[config.mk]
export PLATFORM = sky130hd
export DESIGN_NAME = if_stage
export DESIGN_NICKNAME = d
export VERILOG_FILES = /design/src/rtl/if_stage.sv
export SDC_FILE = /design/constraint.sdc
export NUM_CORES = 1
export LEC_CHECK = 0
export ABC_AREA = 1
export CORE_MARGIN = 10
export CORE_UTILIZATION = 23
export DETAILED_ROUTE_END_ITERATION = 12
export HOLD_SLACK_MARGIN = 0.15
export PLACE_DENSITY = 0.49
export SETUP_SLACK_MARGIN = 0.3
export SYNTH_ARGS = -nofsm -noshare
export SYNTH_HDL_FRONTEND = slang
export SYNTH_SLANG_ARGS = --single-unit
[constraint.sdc]
create_clock -name clk_i -period 3.1 [get_ports clk_i]
set_clock_uncertainty 0.05 [all_clocks]
set_input_delay 0.465 -clock clk_i [delete_from_list [all_inputs] [get_ports clk_i]]
set_output_delay 0.465 -clock clk_i [all_outputs]
set_load 0.1 [all_outputs]
[src/rtl/if_stage.sv]
// ---------------------------------------------------------------------------
// if_stage -- instruction-fetch stage feeding the decoder.
//
// Owns the program counter, issues one word fetch at a time over a
// req/gnt/rvalid memory port, and hands each fetched instruction plus its PC
// to decode through a registered valid/stall interface. A one-entry skid
// buffer absorbs the single response that can land while decode is stalled.
// Redirects from execute (taken branch/jump) flush the output and skid
// buffer and squash any fetch that is already in flight.
//
// Ports
//   clk_i          clock; all state changes on the rising edge
//   rst_i          synchronous, active-high reset
//   pc_set_i       redirect request from execute
//   pc_target_i    redirect target; bits [1:0] are forced to zero
//   stall_i        decode cannot accept; hold instr_valid_o/instr_o/pc_o
//   instr_req_o    memory request (decoded from FSM state)
//   instr_addr_o   word-aligned request address (decoded from state/PC)
//   instr_gnt_i    request accepted this cycle
//   instr_rvalid_i response data valid
//   instr_rdata_i  response data
//   instr_valid_o  instr_o/pc_o hold a valid instruction
//   instr_o        instruction to decode (NOP_INSTR when nothing is valid)
//   pc_o           PC of instr_o
// ---------------------------------------------------------------------------
module if_stage #(
  parameter logic [31:0] BOOT_ADDR = 32'h0000_0000,
  parameter logic [31:0] NOP_INSTR = 32'h0000_0013
) (
  input  logic        clk_i,
  input  logic        rst_i,
  input  logic        pc_set_i,
  input  logic [31:0] pc_target_i,
  input  logic        stall_i,
  output logic        instr_req_o,
  output logic [31:0] instr_addr_o,
  input  logic        instr_gnt_i,
  input  logic        instr_rvalid_i,
  input  logic [31:0] instr_rdata_i,
  output logic        instr_valid_o,
  output logic [31:0] instr_o,
  output logic [31:0] pc_o
);

  typedef enum logic [1:0] {
    S_IDLE = 2'd0,  // no request; waiting for the skid buffer to drain
    S_REQ  = 2'd1,  // request on the bus, waiting for grant
    S_WAIT = 2'd2   // request granted, waiting for the response
  } state_e;

  state_e      state_q, state_d;

  // Program counter: address of the next request to be issued.
  logic [31:0] pc_q, pc_d;

  // PC of the granted request whose response is outstanding. While a killed
  // request is still waiting for grant it instead holds that request's old
  // address, so the bus address stays stable across the redirect.
  logic [31:0] fetch_pc_q, fetch_pc_d;

  // Set while exactly one squashed fetch is still owed a response.
  logic        kill_q, kill_d;

  // Output register towards decode.
  logic        out_valid_q, out_valid_d;
  logic [31:0] out_instr_q, out_instr_d;
  logic [31:0] out_pc_q, out_pc_d;

  // One-entry skid buffer for a response that lands while decode stalls.
  logic        skid_valid_q, skid_valid_d;
  logic [31:0] skid_instr_q, skid_instr_d;
  logic [31:0] skid_pc_q, skid_pc_d;

  logic        grant;
  logic        resp_arrive;
  logic        resp_live;
  logic [31:0] redirect_pc;

  // Handshake qualifiers. A response only counts in S_WAIT; anything seen in
  // IDLE or REQ belongs to no request of ours and is ignored.
  assign grant       = (state_q == S_REQ) && instr_gnt_i;
  assign resp_arrive = (state_q == S_WAIT) && instr_rvalid_i;
  // A response reaches decode only if it was not squashed earlier and is not
  // being squashed by a redirect in this very cycle.
  assign resp_live   = resp_arrive && !kill_q && !pc_set_i;
  assign redirect_pc = pc_target_i & 32'hFFFF_FFFC;

  // -------------------------------------------------------------------------
  // Next-state logic
  // -------------------------------------------------------------------------
  always_comb begin
    // NOTE: every signal written in this block gets a default first so that
    // no path leaves it unassigned, which would infer a latch.
    state_d      = state_q;
    pc_d         = pc_q;
    fetch_pc_d   = fetch_pc_q;
    kill_d       = kill_q;
    out_valid_d  = out_valid_q;
    out_instr_d  = out_instr_q;
    out_pc_d     = out_pc_q;
    skid_valid_d = skid_valid_q;
    skid_instr_d = skid_instr_q;
    skid_pc_d    = skid_pc_q;

    // ---- Output register and skid buffer --------------------------------
    if (pc_set_i) begin
      // Redirect beats stall and any same-cycle response: everything held
      // downstream of the PC is on the wrong path.
      out_valid_d  = 1'b0;
      out_instr_d  = NOP_INSTR;
      skid_valid_d = 1'b0;
    end else if (resp_live) begin
      if (!out_valid_q || !stall_i) begin
        out_valid_d = 1'b1;
        out_instr_d = instr_rdata_i;
        out_pc_d    = fetch_pc_q;
      end else begin
        // Decode is holding a valid instruction; park the new one.
        skid_valid_d = 1'b1;
        skid_instr_d = instr_rdata_i;
        skid_pc_d    = fetch_pc_q;
      end
    end else if (!stall_i) begin
      if (skid_valid_q) begin
        out_valid_d  = 1'b1;
        out_instr_d  = skid_instr_q;
        out_pc_d     = skid_pc_q;
        skid_valid_d = 1'b0;
      end else begin
        out_valid_d = 1'b0;
        out_instr_d = NOP_INSTR;
      end
    end

    // ---- Program counter and kill flag ----------------------------------
    // A grant of a request that was already squashed must not advance the
    // PC: that request was for the old path.
    if (grant && !kill_q) begin
      fetch_pc_d = pc_q;
      pc_d       = pc_q + 32'd4;
    end

    // Any response arriving in WAIT settles the outstanding request, which
    // is also the only one the kill flag can refer to.
    if (resp_arrive) begin
      kill_d = 1'b0;
    end

    if (pc_set_i) begin
      pc_d = redirect_pc;
      unique case (state_q)
        S_REQ: begin
          // The request on the bus is abandoned but must still complete.
          // If it is not granted now, remember its address so the bus keeps
          // showing it; a request already killed keeps its saved address.
          kill_d = 1'b1;
          if (!instr_gnt_i && !kill_q) begin
            fetch_pc_d = pc_q;
          end
        end
        S_WAIT: begin
          // A same-cycle response is simply dropped; otherwise remember to
          // drop it when it arrives.
          kill_d = !instr_rvalid_i;
        end
        default: begin
          kill_d = kill_q;
        end
      endcase
    end

    // ---- FSM ------------------------------------------------------------
    unique case (state_q)
      S_IDLE: begin
        if (pc_set_i || !skid_valid_q) begin
          state_d = S_REQ;
        end
      end
      S_REQ: begin
        if (instr_gnt_i) begin
          state_d = S_WAIT;
        end
      end
      S_WAIT: begin
        // Do not start a new fetch while its result would have nowhere to
        // go: the skid buffer is the last free slot.
        if (instr_rvalid_i) begin
          state_d = skid_valid_d ? S_IDLE : S_REQ;
        end
      end
      default: begin
        state_d = S_IDLE;
      end
    endcase
  end

  // -------------------------------------------------------------------------
  // State registers
  // -------------------------------------------------------------------------
  always_ff @(posedge clk_i) begin
    // NOTE: non-blocking assignments so every flop samples the values from
    // before this edge, independent of statement order.
    if (rst_i) begin
      state_q      <= S_IDLE;
      pc_q         <= BOOT_ADDR;
      fetch_pc_q   <= BOOT_ADDR;
      kill_q       <= 1'b0;
      out_valid_q  <= 1'b0;
      out_instr_q  <= NOP_INSTR;
      out_pc_q     <= 32'h0000_0000;
      skid_valid_q <= 1'b0;
      skid_instr_q <= NOP_INSTR;
      skid_pc_q    <= 32'h0000_0000;
    end else begin
      state_q      <= state_d;
      pc_q         <= pc_d;
      fetch_pc_q   <= fetch_pc_d;
      kill_q       <= kill_d;
      out_valid_q  <= out_valid_d;
      out_instr_q  <= out_instr_d;
      out_pc_q     <= out_pc_d;
      skid_valid_q <= skid_valid_d;
      skid_instr_q <= skid_instr_d;
      skid_pc_q    <= skid_pc_d;
    end
  end

  // -------------------------------------------------------------------------
  // Outputs
  // -------------------------------------------------------------------------
  // REQ with the kill flag set only happens when a redirect hit an ungranted
  // request; the bus must keep that request's address until it is granted.
  assign instr_req_o   = (state_q == S_REQ);
  assign instr_addr_o  = (state_q == S_REQ && kill_q) ? fetch_pc_q : pc_q;

  assign instr_valid_o = out_valid_q;
  assign instr_o       = out_instr_q;
  assign pc_o          = out_pc_q;

endmodule

# Yosys cells after proc, flatten, opt, wreduce, memory -nomap -nowiden
# Index checks and enable logic that the tools add are counted.
[totals]
word_cells = 79
ff_bits = 197
inputBits = 70
output_inout_bits = 98
[op_classes]
addsub = 1
n_mux = 31
n_reduce_logical = 26
n_bitwise = 2
eq_ne = 8
[ops]
columns = ["op", "n"]
rows = [
  ["32-bit two-way mux", 15],
  ["32-bit by 3-bit adder with 32-bit output (second input constant)", 1],
  ["1-bit two-way mux", 11],
  ["1-bit logical AND", 7],
  ["1-bit zero test", 7],
  ["2-bit two-way mux", 3],
  ["2-bit by 1-bit != test with 1-bit output (second input constant)", 3],
  ["2-bit case mux with 3 select lines", 1],
  ["3-bit AND reduction", 2],
  ["2-bit nonzero test", 3],
  ["2-bit != test (second input constant)", 2],
  ["2-bit AND reduction", 2],
  ["4-bit AND reduction", 1],
  ["3-bit by 1-bit != test with 1-bit output (second input constant)", 1],
  ["2-bit by 1-bit equality test with 1-bit output (second input constant)", 1],
  ["2-bit equality test (second input constant)", 1],
  ["2-bit zero test", 1],
  ["1-bit logical OR", 2],
  ["1-bit inverter", 2],
  ["1-bit case mux with 2 select lines", 1],
  ["2-bit OR reduction", 1],
]

# Logic depth before layout (Yosys ltp)
# Gate-level depths: netlist (run 1).
[logic_depth]
word_depth = 9
depth_mapped = 11

# Least setup slack after synthesis (run 1)
# Ideal clock, no wire load.
[synth_path]
kind = "register to output"
from = "reg state_q[0]"
to = "out instr_addr_o[2]"
path_slack_ps = -1388
arrival_ps = 3973
required_time_ps = 2585
stages_incl_launch_ff = 6
path_cell_list = "dfxtp_1 > inv_1 > nor2_2 > nand2_1 > clkbuf_1 > o21ai_0"
[synth_via]
elab_chain_len = 3
[synth_lines]
columns = ["element", "line_no", "source"]
rows = [
  ["start, declared", "51", "state_e state_q, state_d;"],
  ["start signal, assigned", "215", "state_q <= state_d;"],
  ["2-bit by 1-bit equality test with 1-bit output", "n/a", ""],
  ["via instr_req_o", "35", "output logic instr_req_o,"],
  ["1-bit logical AND", "234", "assign instr_addr_o = (state_q == S_REQ && kill_q) ? fetch_pc_q : pc_q;"],
  ["32-bit two-way mux", "234", ""],
  ["end, declared", "36", "output logic [31:0] instr_addr_o,"],
]
# The timed path passes the listed nets, and every way through them passes these cells.

# Worst setup path after layout (run 1)
[layout_path]
from = "reg state_q[0]"
to = "out instr_addr_o[28]"
[layout_via]
elab_chain_len = 3
[layout_lines]
columns = ["element", "line_no"]
rows = [
  ["2-bit by 1-bit equality test with 1-bit output", "234"],
  ["1-bit logical AND", "234"],
  ["32-bit two-way mux", "234"],
]
# No other way between the ends.

==> run_results.csv, run 1 <==
group,metric,value,unit
logic_synthesis,synth-async-reset-ratio,0,
cts,post_cts_buffers,0,
cts,cts_tree,"done",
critical_path,crit_arrival,1850,ps
logic_synthesis,syn_area,8790,um^2
critical_path,timing.rr.start,"state_q[0]",
cts,clock-root-buffer,"clkbuf_16",
route,first_pass_iters,5,
min_path,holdPathStages,2,
place,dp_hpwl,21500,um
logic_synthesis,synth-edff-count,0,
layout,drive_gt1_frac,0.143,
logic_synthesis,yosysWarnings,0,
floorplanning,rows,71,
layout,regArea,3900,um^2
timing,hold_viol,0,
timing,fin_setup_tns,0,ps
timing,min_period,2370,ps
logic_synthesis,yosysTopAreaCellShare,0.444,
logic_synthesis,yosysSeqAreaShare,0.444,
pwr,power.switching,1.86,mW
logic_synthesis,syn_area_per_cell,6.98,um^2
route,drtIter0Drc,530,
floorplanning,die-area,46400,um^2
min_path,min_to,"skid_pc_q[31]",
global_routing,grt_use_total,0.128,
global_routing,grt_start_max_net_pins,95,
pwr,power_frac_comb,0.169,
place,place_inst,1867,
cts,cts_resized,0,
timing,slew_headroom,0.467,
critical_path,crit_fanout,62,
critical_path,startpoint_type,"flop",
layout,layout_common_cells,"287 x nand2_1, 195 x dfxtp_1, 151 x nor2_1, 124 x o21ai_0, 91 x a21oi_1",
route,dr_total_vias,8486,
cts,clk_latency,440,ps
route,wire_per_inst,15.9,um
cts,path_clk_slew,80,ps
place,gp_congestion,0.827,
cts,holdBufCountCts,0,
pwr,ir_drop,415,uV
route,ant_nets,0,
pwr,power_density,529,nW/um^2
timing,fmax,423,MHz
place,numPortBuffers,165,
global_routing,grt_remaining_overflow,0,
pwr,leakage,4.37,nW
layout,fin_cells,1900,
timing,fin_crit_sh,0.763,
critical_path,cp.required,2580,ps
critical_path,r2r_slack,900,ps
timing,rsz0062_at_grt,"false",
pwr,seqPwrFrac,0.427,
floorplanning,start_util,0.233,
floorplanning,ios,168,
min_path,worstHoldPathType,"primary input to flop",
critical_path,reg2reg_to,"instr_o[1]",
timing,finalMaxSlewViolations,0,
logic_synthesis,ys_ff_latch,195,
global_routing,grt_pass1_wl,47100,um
layout,final_area,11800,um^2
min_path,holdCritStartpoint,"rst_i",
route,routed_wirelength,30200,um
cts,cts.sinks,195,
logic_synthesis,synth_area_leaders,"dfxtp_1 44%, nand2_1 12%, o21ai_0 8.8%",
logic_synthesis,synth.net_count,1329,
floorplanning,die_y,215,um
logic_synthesis,synthesis.instances,1258,
logic_synthesis,ys_types,33,
critical_path,crit_type,"flop to output port",
global_routing,antenna_found_initial,3,
critical_path,endpoint_kind,"output port",
timing,setup_viol,0,
layout,fin_nets,1446,
cts,clockBufferDepth,2,
pwr,clkPwrFrac,0.404,
route,avgViaCountPerCell,4.47,
logic_synthesis,yosysTopAreaCell,"dfxtp_1",
outcome,outcome,"completed",
timing,whs,240,ps
logic_synthesis,ys.flop_type,"dfxtp_1",
global_routing,grt_pass1_vias,7839,
pwr,p_int,4.39,mW
floorplanning,die_w,215,um
flow_run,cap_violations,0,
cts,cts-buffers-inserted,17,
cts,htreeDepth,4,
layout,syn2layout_area_growth,34.4,%
floorplanning,fp.coreArea,37700,um^2
timing,worst_slew_pin_slew,800,ps
layout,final_common_cell,"nand2_1",
pwr,switching_share,0.297,
route,drc_errors,0,
critical_path,reg2reg_depth,9,
layout,fillCellCount,4131,
place,place_area,11100,um^2
layout,multi_input_area,4280,um^2
## flip-flops by register name (all words and copies together), names as in the netlist
signal,cells
fetch_pc_q,32
instr_o,32
pc_o,32
skid_instr_q,32
skid_pc_q,32
pc_q,30
state_q,2
instr_valid_o,1
kill_q,1
skid_valid_q,1
## kinds of logic (layout without fill, tap and decap cells)
logic type,Yosys count,count (layout),synth area share
and+or+nand+nor,543,543,0.248
AOI/OAI and AO/OA,330,330,0.208
adders and majority gates,1,1,0.00142
xor gates and xnor gates,13,13,0.0130
buffers and inverters,176,305,0.0846
other,0,2,0
DFF,195,195,0.444
## metrics by stage
step	power (mW)	util	worst slack (ps)
floorplan	3.38	-	192
global placement	3.79	0.296	456
detailed placement	3.79	0.296	423
CTS	6.32	0.313	704
global route	6.51	0.313	624
finish	6.25	0.314	733
## layout make-up
type,count,share of cell area
clock inverters,13,0.0193
diodes,2,0.000424
flip-flops and latches,195,0.331
inverters,89,0.0283
clock buffers,18,0.0372
multi-input cells,887,0.363
well taps,511,0.0541
repair buffers,185,0.168
## power groups by stage
stage	Combinational (mW)	Sequential, mW	Clock (mW)
after floorplan	0.593	2.79	0
after global placement	1.06	2.73	0
after detailed placement	1.07	2.73	0
after CTS	1.07	2.67	2.59
after global routing	1.14	2.68	2.69
final	1.06	2.67	2.52
## worst max-delay path, stage by stage (launching register included)
cell	delay, ps
dfxtp_1	340
inv_1	90
nor2_4	150
nand2_2	80
buf_12	220
o21ai_2	300
buf_12	220
## layer usage
metal / GRT usage / wire length, um / part of all wire / up-vias
met5: 0 / 21 / 0.00070 / -
met1: 0.175 / 14800 / 0.49 / 3901
met2: 0.199 / 13800 / 0.46 / 159
met4: 0.0336 / 353 / 0.012 / 4
li1: - / - / - / 4402
met3: 0.0281 / 1220 / 0.040 / 20
## Yosys cell counts (2+ instances only)
| cell type | number |
|---|---|
| a211oi_1 | 38 |
| a21oi_1 | 91 |
| a31oi_1 | 29 |
| buf_1 | 2 |
| buf_2 | 23 |
| buf_4 | 4 |
| buf_6 | 5 |
| clkbuf_1 | 52 |
| dfxtp_1 | 195 |
| inv_1 | 84 |
| inv_2 | 4 |
| nand2_1 | 289 |
| nand3_1 | 84 |
| nand4_1 | 4 |
| nor2_1 | 154 |
| nor2_2 | 4 |
| nor3_1 | 5 |
| o211ai_1 | 3 |
| o21ai_0 | 154 |
| o21ai_1 | 9 |
| o221ai_1 | 2 |
| xnor2_1 | 3 |
| xor2_1 | 10 |
## worst max path at each step
| stage | start | cells past startpoint | end | slack (ps) |
|---|---|---|---|---|
| 2_1_floorplan | state_q[0] | 5 | instr_addr_o[23] | 190 |
| 3_3_place_gp | instr_rvalid_i | 9 | instr_o[1] | 460 |
| 3_5_place_dp | instr_rvalid_i | 9 | instr_o[1] | 420 |
| 4_1_cts | state_q[0] | 6 | instr_addr_o[23] | 700 |
| 5_1_grt | state_q[0] | 6 | instr_addr_o[23] | 620 |
| 6_report | state_q[0] | 6 | instr_addr_o[28] | 730 |
Note: power is estimated with default switching activity, not from simulation.
==> run 2, diff against run 1 <==
==> constraint.sdc (replaced) <==
create_clock -name clk_i -period 2.3 [get_ports clk_i]
set_clock_uncertainty 0.05 [all_clocks]
set_input_delay 0.345 -clock clk_i [delete_from_list [all_inputs] [get_ports clk_i]]
set_output_delay 0.345 -clock clk_i [all_outputs]
set_load 0.1 [all_outputs]
==> run_results.csv, run 2 (synthesis gave the netlist of run 1 again) <==
group,metric,value,unit
global_routing,grt_remaining_overflow,0,
route,first_pass_iters,4,
cts,clk_latency,450,ps
timing,rsz0062_at_grt,"true",
floorplanning,ios,168,
floorplanning,die_w,215,um
global_routing,grt_pass1_wl,49900,um
outcome,outcome,"completed",
place,dp_hpwl,22200,um
route,dr_wl_met2,14700,um
critical_path,crit_fanout,4,
layout,drive_gt1_frac,0.192,
layout,final_area,12700,um^2
route,drtIter0Drc,552,
timing,slew_headroom,0.640,
global_routing,grt_start_max_net_pins,58,
pwr,finalPower,8.44,mW
layout,fin_nets,1493,
floorplanning,rows,71,
floorplanning,start_util,0.233,
timing,min_period,2200,ps
timing,setup_viol,0,
timing,finalMaxSlewViolations,0,
floorplanning,die_y,215,um
pwr,power_density,663,nW/um^2
route,routed_wirelength,32500,um
route,dr_total_vias,8725,
flow_run,cap_violations,0,
route,drc_errors,0,
floorplanning,fp.coreArea,37700,um^2
floorplanning,die-area,46400,um^2
critical_path,endpoint_kind,"output port",
layout,final_common_cell,"nand2_1",
timing,whs,239,ps
route,wire_per_inst,16.7,um
critical_path,cp.required,1900,ps
pwr,ir_drop,525,uV
route,wl_met1,15100,um
critical_path,cpPeakStageDelay,350,ps
global_routing,grt_use_total,0.135,
route,wl_met3,2260,um
critical_path,crit_chain,"inv_2 -> nor2_4 -> nand2_8 -> buf_4 -> buf_6 -> o21ai_4 -> buf_12",
min_path,worstHoldPathType,"primary input to flop",
route,dr.max_layer_used,"met5",
timing,worst_slew_pin_slew,540,ps
timing,hold_viol,0,
timing,fmax,454,MHz
cts,cts-buffers-inserted,17,
route,ant_nets,0,
layout,syn2layout_area_growth,44.9,%
global_routing,grt_pass1_vias,8523,
cts,clockBufferDepth,2,
critical_path,r2r_slack,350,ps
place,gp_congestion,0.858,
cts,cts.sinks,195,
timing,fin_setup_tns,0,ps
route,avgViaCountPerCell,4.48,
place,numPortBuffers,165,
cts,holdBufCountCts,0,
layout,layout_common_cells,"270 x nand2_1, 188 x dfxtp_1, 150 x nor2_1, 124 x o21ai_0, 106 x buf_4",
critical_path,slowest_stage,"dfxtp_2",
critical_path,crit_type,"flop to output port",
pwr,leakage,4.73,nW
cts,path_clk_slew,70,ps
cts,clock-root-buffer,"clkbuf_16",
place,place_area,11700,um^2
critical_path,crit_arrival,1810,ps
critical_path,startpoint_type,"flop",
cts,htreeDepth,4,
timing,fin_crit_sh,0.957,
cts,cts_tree,"done",
global_routing,antenna_found_initial,4,
-- run 2: power breakdown --
group / switching [mW] / internal, mW
clock: 1.49 / 1.73
sequential: 0.0946 / 3.50
combinational: 1.06 / 0.569
total: 2.65 / 5.80
-- run 2: repair_timing --
| item | 4_1_cts | 5_1_grt |
|---|---|---|
| setup buffers | 10 | 12 |
| pin swaps | 14 | 12 |
| endpoints found under the setup margin | 32 | 69 |
| resized for setup | 20 | 21 |
| gates cloned | 3 | 3 |
-- run 2: path summary, 6_finish.rpt --
| kind | start | endpoint | cells after the start |
|---|---|---|---|
| max reg2reg | state_q[0] | instr_o[22] | 10 |
| min | rst_i | pc_o[8] | 2 |
| max | state_q[0] | instr_addr_o[31] | 7 |
| min reg2reg | pc_o[8] | pc_o[8] | 2 |
-- run 2: layer usage --
layer	vias up	GRT usage
met1	4022	0.174
li1	4483	-
met4	6	0.0305
met2	192	0.213
met3	22	0.0469
met5	-	0
-- run 2: area by class of cell --
type | count | area, um^2
diodes | 1 | 2.50
clock buffers | 17 | 425
clock inverters | 15 | 179
fillers | 4008 | 24900
inverters | 89 | 334
multi-input cells | 887 | 4590
flip-flops and latches | 195 | 3910
well taps | 511 | 639
repair buffers | 232 | 2650
-- run 2: metrics by stage --
stage                util  cells  setup slack (ps)
floorplan               -   1258             -7.41
global placement    0.309   1886            -0.720
detailed placement  0.309   1886             -21.7
CTS                 0.332   1931              92.2
global route        0.338   1946              47.8
finish              0.338   1947              98.8
-- run 2: worst max-delay path: cells and delay by family, from the launching register on --
family                 cells  cell delay [ps]
buffers and inverters      4              520
AOI/OAI and AO/OA          1              220
DFF                        1              350
and+or+nand+nor            2              250
==> run 3, diff against run 2 <==
--- a/config.mk
+++ b/config.mk
@@ -6,7 +6,6 @@
 export NUM_CORES = 1
 export LEC_CHECK = 0
 export ABC_AREA = 1
-export CORE_MARGIN = 10
 export CORE_UTILIZATION = 23
 export DETAILED_ROUTE_END_ITERATION = 12
 export HOLD_SLACK_MARGIN = 0.15
==> run_results.csv, run 3 (synthesis gave the netlist of run 1 again) <==
group,metric,value,unit
cts,clk_latency,440,ps
floorplanning,start_util,0.233,
cts,path_clk_slew,70,ps
timing,hold_viol,0,
layout,drive_gt1_frac,0.174,
layout,layout_common_cells,"285 x nand2_1, 189 x dfxtp_1, 150 x nor2_1, 124 x o21ai_0, 99 x buf_4",
critical_path,cp.required,1900,ps
timing,slew_headroom,0.561,
critical_path,worst-path-buf-inv,3,
floorplanning,ios,168,
floorplanning,die_w,197,um
layout,syn2layout_area_growth,43.8,%
place,gp_congestion,0.861,
critical_path,cpPeakStageDelay,340,ps
cts,cts-buffers-inserted,17,
floorplanning,rows,71,
place,dp_hpwl,20200,um
layout,fin_nets,1483,
timing,rsz0062_at_grt,"true",
layout,fillCellCount,3996,
global_routing,antenna_found_initial,2,
flow_run,cap_violations,0,
min_path,worstHoldPathType,"primary input to flop",
critical_path,crit_arrival,1740,ps
global_routing,grt_start_max_net_pins,65,
timing,min_period,2140,ps
critical_path,path_delay_family,"buffers and inverters",
place,numPortBuffers,165,
pwr,power_density,669,nW/um^2
route,wire_per_inst,15.9,um
layout,diodes,0,
layout,fin_cells,1935,
cts,clock-root-buffer,"clkbuf_16",
critical_path,crit_type,"flop to output port",
timing,worst_slew_pin_slew,659,ps
route,first_pass_iters,5,
route,drtIter0Drc,381,
route,drc_errors,0,
cts,clockBufferDepth,2,
floorplanning,fp.coreArea,37700,um^2
route,avgViaCountPerCell,4.46,
cts,cts_tree,"done",
timing,setup_viol,0,
route,routed_wirelength,30700,um
floorplanning,die_y,197,um
global_routing,grt_pass1_vias,8113,
outcome,outcome,"completed",
cts,holdBufCountCts,0,
critical_path,crit_chain,"inv_2 -> nor2_4 -> nand2_8 -> clkbuf_16 -> o21ai_4 -> buf_12",
cts,cts.sinks,195,
critical_path,slowest_stage,"dfxtp_2",
place,place_inst,1886,
critical_path,r2r_slack,390,ps
critical_path,endpoint_kind,"output port",
place,pre_cts_slack,-13.3,ps
cts,htreeDepth,4,
layout,fin_util,0.335,
critical_path,startpoint_type,"flop",
timing,setup_slack,163,ps
timing,finalMaxSlewViolations,0,
pwr,ir_drop,555,uV
route,dr_total_vias,8623,
timing,fmax,468,MHz
global_routing,grt_pass1_wl,46300,um
layout,final_common_cell,"nand2_1",
floorplanning,die-area,39000,um^2
timing,fin_crit_sh,0.929,
global_routing,grt_use_total,0.154,
critical_path,crit_fanout,8,
pwr,leakage,4.69,nW
route,ant_nets,0,
global_routing,grt_remaining_overflow,0,
-- run 3: changes by cell type in the layout (fill, tap and decap cells not counted), moves of 2 or more --
cell / previous run / this run
buf_4: 106 / 99
buf_6: 7 / 3
clkbuf_1: 0 / 2
clkinv_2: 4 / 2
clkinvlp_4: 3 / 1
nand2_1: 270 / 285
nand2_2: 17 / 2
nand3_1: 83 / 81
nand3_2: 1 / 3
-- run 3: per-layer routing --
layer / vias up / GRT usage / wire (um) / part of all wire
li1: 4457 / - / - / -
met2: 184 / 0.251 / 14300 / 0.46
met4: 4 / 0.0405 / 336 / 0.011
met1: 3957 / 0.192 / 13900 / 0.45
met5: - / 0 / 20 / 0.00065
met3: 21 / 0.0558 / 2180 / 0.071
-- run 3: where the power goes --
part	leakage [nW]	switching, mW	internal (mW)	total (mW)
logic	2.80	1.05	0.558	1.61
registers	1.59	0.0961	3.50	3.60
clock network	0.302	1.39	1.86	3.25
total	4.69	2.54	5.92	8.46
-- run 3: final cells by class --
cell class	instances	area, um^2	area share
repair buffers	221	2560	0.202
well taps	511	639	0.0506
clock inverters	11	173	0.0137
flip-flops and latches	195	3910	0.310
clock buffers	20	447	0.0353
inverters	89	334	0.0264
multi-input cells	888	4580	0.362
-- run 3: worst paths after layout --
check	start	endpoint	cells after the start
max reg2reg	state_q[0]	instr_o[26]	11
min	rst_i	skid_valid_q	2
max	state_q[0]	instr_addr_o[5]	6
min reg2reg	skid_instr_q[28]	skid_instr_q[28]	2
-- run 3: per-stage QoR --
step	area, um^2	power [mW]	hold WS [ps]	TNS, ps
finish	12600	8.46	208	0
global route	12600	8.82	180	0
CTS	12400	8.52	174	0
detailed placement	11700	5.21	404	-22.9
global placement	11700	5.20	392	0
floorplan	9230	4.64	380	-21.6
-- run 3: what timing repair did --
| item | in CTS | in global routing |
|---|---|---|
| setup endpoints to repair | 32 | 116 |
| cloned | 3 | 5 |
| pin swaps | 4 | 8 |
| resized for setup | 8 | 15 |
| buffers inserted | 2 | 8 |
